`src/rtl/led_walk_pkg.sv`:
```
// led_walk_pkg: shared symbol codes, mode/state encodings and a symbol validity helper
// for the LED walk decoder.
`default_nettype none

package led_walk_pkg;

   localparam logic [2:0] SYM_A = 3'b001;
   localparam logic [2:0] SYM_B = 3'b100;
   localparam logic [2:0] SYM_C = 3'b101;
   localparam logic [2:0] SYM_D = 3'b010;

   typedef enum logic [1:0] {
      MODE_NONE = 2'b00,
      MODE_SW0  = 2'b01,
      MODE_SW1  = 2'b10
   } mode_t;

   typedef enum logic [1:0] {
      HUNT   = 2'b00,
      TRACK  = 2'b01,
      LOCKED = 2'b10
   } state_t;

   function automatic logic is_valid_sym(input logic [2:0] s);
      return (s == SYM_A) || (s == SYM_B) || (s == SYM_C) || (s == SYM_D);
   endfunction

endpackage : led_walk_pkg

`default_nettype wire

```
`src/rtl/led_walk_pair_class.sv`:
```
// led_walk_pair_class: classifies a (prev, cur) symbol pair into the walk mode that
// produces it, or flags it illegal. Purely combinational.
`default_nettype none

module led_walk_pair_class
   import led_walk_pkg::*;
(
   input  logic [2:0] prev,
   input  logic [2:0] cur,
   output logic       cur_valid,
   output logic       pair_legal,
   output mode_t      pair_mode
);

   always_comb begin
      cur_valid  = is_valid_sym(cur);
      pair_legal = 1'b1;
      pair_mode  = MODE_NONE;
      case ({prev, cur})
         {SYM_A, SYM_B}, {SYM_B, SYM_A},
         {SYM_C, SYM_A}, {SYM_D, SYM_A}: pair_mode = MODE_NONE;
         {SYM_A, SYM_C}, {SYM_C, SYM_B},
         {SYM_B, SYM_D}, {SYM_D, SYM_C}: pair_mode = MODE_SW0;
         {SYM_A, SYM_D}, {SYM_D, SYM_B},
         {SYM_B, SYM_C}, {SYM_C, SYM_D}: pair_mode = MODE_SW1;
         default:                        pair_legal = 1'b0;
      endcase
   end

endmodule : led_walk_pair_class

`default_nettype wire

```
`src/rtl/led_walk_decoder.sv`:
```
// led_walk_decoder: recovers the switch mode driving an LED walk from its symbol stream,
// with lock detection, an error pulse and a saturating error counter.
`default_nettype none

module led_walk_decoder
   import led_walk_pkg::*;
#(
   parameter int LOCK_COUNT = 3,
   parameter int ERR_W      = 8
) (
   input  logic             clk,
   input  logic             reset_n,
   input  logic             sym_valid,
   input  logic [2:0]       sym,
   output logic [1:0]       mode,
   output logic             mode_valid,
   output logic             err,
   output logic [ERR_W-1:0] err_count
);

   localparam int                CNT_W    = $clog2(LOCK_COUNT + 1);
   localparam logic [CNT_W-1:0]  LOCK_CNT = CNT_W'(LOCK_COUNT);
   localparam logic [CNT_W-1:0]  CNT_ONE  = CNT_W'(1);

   state_t           state;
   mode_t            cand;
   logic [2:0]       prev;
   logic [CNT_W-1:0] match_cnt;
   logic [CNT_W-1:0] track_cnt;
   logic [ERR_W-1:0] err_count_inc;
   logic             cur_valid;
   logic             pair_legal;
   mode_t            pair_mode;

   led_walk_pair_class u_pair_class (
      .prev       (prev),
      .cur        (sym),
      .cur_valid  (cur_valid),
      .pair_legal (pair_legal),
      .pair_mode  (pair_mode)
   );

   // A mode change restarts the streak at 1: the changing pair itself already counts.
   always_comb begin
      track_cnt     = ((match_cnt == '0) || (pair_mode == cand)) ? match_cnt + 1'b1 : CNT_ONE;
      err_count_inc = (&err_count) ? err_count : err_count + 1'b1;
   end

   always_ff @(posedge clk or negedge reset_n) begin
      if (!reset_n) begin
         state      <= HUNT;
         cand       <= MODE_NONE;
         prev       <= '0;
         match_cnt  <= '0;
         mode       <= 2'b00;
         mode_valid <= 1'b0;
         err        <= 1'b0;
         err_count  <= '0;
      end else begin
         err <= 1'b0;
         if (sym_valid) begin
            if (!cur_valid) begin
               // Garbage symbol: drop lock but keep the last mode on display.
               err        <= 1'b1;
               err_count  <= err_count_inc;
               state      <= HUNT;
               mode_valid <= 1'b0;
               match_cnt  <= '0;
            end else begin
               prev <= sym;
               case (state)
                  HUNT: begin
                     state     <= TRACK;
                     match_cnt <= '0;
                  end
                  TRACK: begin
                     if (!pair_legal) begin
                        err       <= 1'b1;
                        err_count <= err_count_inc;
                        match_cnt <= '0;
                     end else begin
                        cand      <= pair_mode;
                        match_cnt <= track_cnt;
                        if (track_cnt == LOCK_CNT) begin
                           state      <= LOCKED;
                           mode       <= pair_mode;
                           mode_valid <= 1'b1;
                        end
                     end
                  end
                  LOCKED: begin
                     if (!pair_legal) begin
                        err        <= 1'b1;
                        err_count  <= err_count_inc;
                        state      <= TRACK;
                        mode_valid <= 1'b0;
                        match_cnt  <= '0;
                     end else if (pair_mode != cand) begin
                        state      <= TRACK;
                        mode_valid <= 1'b0;
                        cand       <= pair_mode;
                        match_cnt  <= CNT_ONE;
                     end
                  end
                  default: state <= HUNT;
               endcase
            end
         end
      end
   end

endmodule : led_walk_decoder

`default_nettype wire

```
`config.mk`:
```
export PLATFORM = sky130hd
export DESIGN_NAME = led_walk_decoder
export DESIGN_NICKNAME = d
export VERILOG_FILES = /design/src/rtl/led_walk_pkg.sv /design/src/rtl/led_walk_pair_class.sv /design/src/rtl/led_walk_decoder.sv
export SDC_FILE = /design/constraint.sdc
export NUM_CORES = 1
export LEC_CHECK = 0
export BUFFER_PORTS_ARGS = -buffer_cell sky130_fd_sc_hd__buf_2
export CAP_MARGIN = 10
export CELL_PAD_IN_SITES_DETAIL_PLACEMENT = 0
export CELL_PAD_IN_SITES_GLOBAL_PLACEMENT = 1
export CORE_MARGIN = 4
export CORE_UTILIZATION = 43
export CTS_BUF_LIST = sky130_fd_sc_hd__clkbuf_2
export DETAILED_ROUTE_END_ITERATION = 16
export GPL_TIMING_DRIVEN = 0
export PLACE_DENSITY_LB_ADDON = 0.1
export SETUP_SLACK_MARGIN = 0.3
export SYNTH_ARGS = -nofsm -noshare
export SYNTH_HDL_FRONTEND = slang
export SYNTH_SLANG_ARGS = --single-unit
```
`constraint.sdc`:
```
create_clock -name clk -period 6.7 [get_ports clk]
set_clock_uncertainty 0.1 [all_clocks]
set_input_delay 1.005 -clock clk [delete_from_list [all_inputs] [get_ports clk]]
set_output_delay 1.005 -clock clk [all_outputs]
set_load 0.1 [all_outputs]
```
==> metrics.log <==
INFO  metric timing.final.crit_share = 51.3%
INFO  metric die_h = 65.2 µm
INFO  metric post_syn_instances = 141
INFO  metric path_cells = buf_2 > or3b_4 > or4b_4 > a21boi_2 > o32ai_4 > a2111oi_4 > and4_4 > mux2_4
INFO  metric first_iter_violations = 28
INFO  metric syn-cell-area = 1410 µm²
INFO  metric n_antenna_cell = 0
INFO  metric multiInputGateArea = 822 µm²
INFO  metric critical_path.startpoint_type = input port
INFO  metric rsz0062_at_grt = no
INFO  metric finalHoldWorstSlack = 0.414 ns
INFO  metric port_buffers = 16
INFO  metric h_tree_lvls = 1
INFO  metric cp_arrival = 3.58 ns
INFO  metric post_drt_wl_per_cell = 13.9 µm
INFO  metric worstPathRequired = 6.84 ns
INFO  metric final_period_minus_worst_setup_slack = 3.44 ns
INFO  metric cts_resizes = 0
INFO  metric power_report.internal_total = 243 µW
INFO  metric route.vias.total = 1,112
INFO  metric number_of_global_route_vias_before_repair = 1,030
INFO  metric clk_pin_slew_worst_paths = 0.20 ns
INFO  metric power.leakage = 0.708 nW
INFO  metric largest_buffer_count_on_any_clock_path = 2
INFO  metric synth_largest_area_cell = dfrtp_1
INFO  metric critPathMaxFanout = 9
INFO  metric achievable-frequency = 291 MHz
INFO  metric fp-row-count = 20
INFO  metric synth_seq_cells = 21
INFO  metric status = completed
INFO  metric worst_pin_slew = 0.733 ns
INFO  metric drtPass1Iterations = 4
INFO  metric fin_setup_tns = 0 ns
INFO  metric die_w = 65.2 µm
INFO  metric cts_tree = built
INFO  metric synth.net_count = 152
INFO  metric power_frac_clock = 10.4%
INFO  metric synth_warnings = 0
INFO  metric ant_nets = 0
INFO  metric dieArea = 4250 µm²
INFO  metric grt_max_degree = 22
INFO  metric floorplan.initialDensity = 45.4%
INFO  metric layout.area.seq = 526 µm²
INFO  metric p_sw = 279 µW
INFO  metric grt-ovfl-total = 0
INFO  metric max_cap_viols = 0
INFO  metric place.detailed.hpwl = 2150 µm
INFO  metric final_max_slew_viol_count = 0
INFO  metric seqPwrFrac = 34.8%
INFO  metric grt_first_pass_wirelength = 4820 µm
INFO  metric clock_insertion_delay_worst_skew = 0.32 ns
INFO  metric share_comb_of_total_power = 54.8%
INFO  metric antenna_found_initial = 0
INFO  metric totalWireLength = 2860 µm
INFO  metric synth.yosys.seq_area_share = 37.3%
INFO  metric crit_path_max_incr_delay = 0.54 ns
INFO  metric powerDensity = 334 nW/µm²
INFO  metric routabilityCongestion = 0.768
INFO  metric yosysTopAreaCellShare = 37.3%
INFO  metric worst_slew_margin_rel = 51.1%
INFO  metric critical_path.endpoint_type = flop
INFO  metric yosys-top-cells-area = dfrtp_1 (37%), ha_1 (4.4%), mux2_2 (4.0%)
INFO  metric power_switching_share = 53.4%
INFO  metric ios = 18
INFO  metric fillCellCount = 328
INFO  metric final_layout_size_suffix_gt1_share = 23.0%
INFO  metric critPathKind = input port to flop
INFO  metric nNetsFinal = 173
INFO  metric routed_via_density = 5.42
INFO  metric worst_hold_path_type = flop to flop
INFO  metric synthesis.area_per_instance = 9.98 µm²
INFO  metric hold_buffers = 0
INFO  metric post-route-drc-count = 0
INFO  metric timing.final.setup_violations = 0
INFO  metric critical-path-slowest-cell = or4b_4
INFO  metric count_of_buffers_added_by_post_cts_timing_repair_for_setup = 0
INFO  metric final_hold_vios = 0
INFO  metric core_area = 3100 µm²
INFO  metric vdd_drop_max = 0.279 mV
INFO  metric clock-sinks = 21
INFO  metric clock_tree_root_buffer_cell = clkbuf_2
INFO  metric grtUsageTotal = 14.4%
INFO  metric cts_inserted_buffers = 3
INFO  metric synthToLayoutAreaGrowth = 11.0%
INFO  metric post_synth_num_cell_types = 45
critical path: cells and delay by family:
family	cells	cell delay [ns]
simple gates	3	1.24
mux	1	0.30
buf+inv	1	0.15
compound gates	3	0.88
cell usage in the layout (no fill, tap or decap), types with 3 or more instances in the layout:
cell | synthesis | routed
dfrtp_1 | 21 | 21
buf_2 | 0 | 16
nand3_1 | 11 | 11
nand2_1 | 10 | 10
nor2_1 | 9 | 9
inv_1 | 8 | 8
xnor2_1 | 6 | 6
clkbuf_1 | 5 | 5
xor2_1 | 5 | 5
mux2_2 | 5 | 5
o21ai_0 | 5 | 5
ha_1 | 5 | 5
a21oi_1 | 4 | 4
nand3b_1 | 4 | 4
clkbuf_2 | 0 | 4
and3_1 | 3 | 3
nor2b_1 | 3 | 3
nand2b_1 | 3 | 3
registers in the layout (all words and copies together) (netlist names):
signal,count
err,1
mode,2
state,2
prev,3
mode_valid,1
cand,2
err_count,8
match_cnt,2
synth_stat cells (all sizes together):
| master | n |
|---|---|
| ha | 5 |
| nor4b | 1 |
| o211ai | 2 |
| or2b | 2 |
| o221ai | 1 |
| and4 | 1 |
| nand2b | 3 |
| or3b | 1 |
| and2b | 1 |
| dfrtp | 21 |
| nor3b | 1 |
| and3b | 1 |
| nand3b | 4 |
| nor4bb | 1 |
| a2bb2oi | 1 |
| clkbuf | 5 |
| nor2 | 9 |
| a21boi | 1 |
| o21ai | 5 |
| a22oi | 2 |
| buf | 1 |
| nor2b | 3 |
| a32o | 2 |
| o2111ai | 1 |
| o211a | 1 |
| xor2 | 5 |
| a21oi | 4 |
| xnor2 | 6 |
| a2bb2o | 1 |
| or4bb | 1 |
| or4b | 2 |
| mux2 | 7 |
| a21o | 1 |
| or2 | 1 |
| nand3 | 11 |
| a2111oi | 1 |
| a22o | 1 |
| o32ai | 2 |
| nand2 | 10 |
| inv | 8 |
| a311oi | 1 |
| and3 | 3 |
cell type report:
cell class	instances	area share [%]
Timing Repair Buffer	16	5.12
Tap cell	44	3.52
Multi-Input combinational cell	106	52.6
Buffer	6	1.92
Clock buffer	4	1.28
Inverter	8	1.92
Sequential cell	21	33.6
path summary, 6_finish.rpt:
check | from | endpoint | slack, ns | cells past startpoint
setup / recovery | sym[0] | mode[1] | 3.26 | 8
hold / removal | err_count[7] | err_count[7] | 0.41 | 1
setup reg to reg | prev[1] | mode[1] | 3.58 | 8
hold reg to reg | err_count[7] | err_count[7] | 0.41 | 1
max in group asynchronous | reset_n | err_count[2] | 5.66 | 1
min in group asynchronous | reset_n | cand[1] | 0.50 | 1
power by group through the flow:
stage	Combinational (mW)	Clock, mW	Sequential [mW]
after floorplan	0.107	0	0.311
after global routing	0.303	0.0645	0.187
after detailed placement	0.288	0	0.184
after global placement	0.284	0	0.182
final	0.286	0.0544	0.182
after CTS	0.289	0.0568	0.182
per-layer routing:
layer  track usage (%)  share of wire (%)  up-vias
met3              2.74                3.7        4
met1              19.4                 47      538
met5                 0                  0        -
met4              3.89                1.5        0
li1                  -                  -      550
met2              23.5                 48       20
through the flow:
| stage | area [µm²] | worst slack (ns) | util [%] | total power, mW | std cells |
|---|---|---|---|---|---|
| final | 1560 | 3.26 | 50.4 | 0.522 | 205 |
| after global routing | 1560 | 3.21 | 50.4 | 0.555 | 205 |
| after CTS | 1560 | 3.28 | 50.4 | 0.528 | 205 |
| after detailed placement | 1540 | 2.90 | 49.7 | 0.472 | 201 |
| after global placement | 1540 | 2.92 | 49.7 | 0.466 | 201 |
| after floorplan | 1410 | 3.09 | - | 0.419 | 141 |
cells by family (layout without fill, tap and decap cells):
group           Yosys count  in the layout  share of synthesized area [%]
simple gates             56             56                           23.8
xor+xnor                 11             11                           6.84
flops                    21             21                           37.3
fa+ha+maj                 5              5                           4.44
compound gates           27             27                           17.2
mux                       7              7                           6.13
buf+inv                  14             34                           4.27
Power figures use the tool's default switching activity.
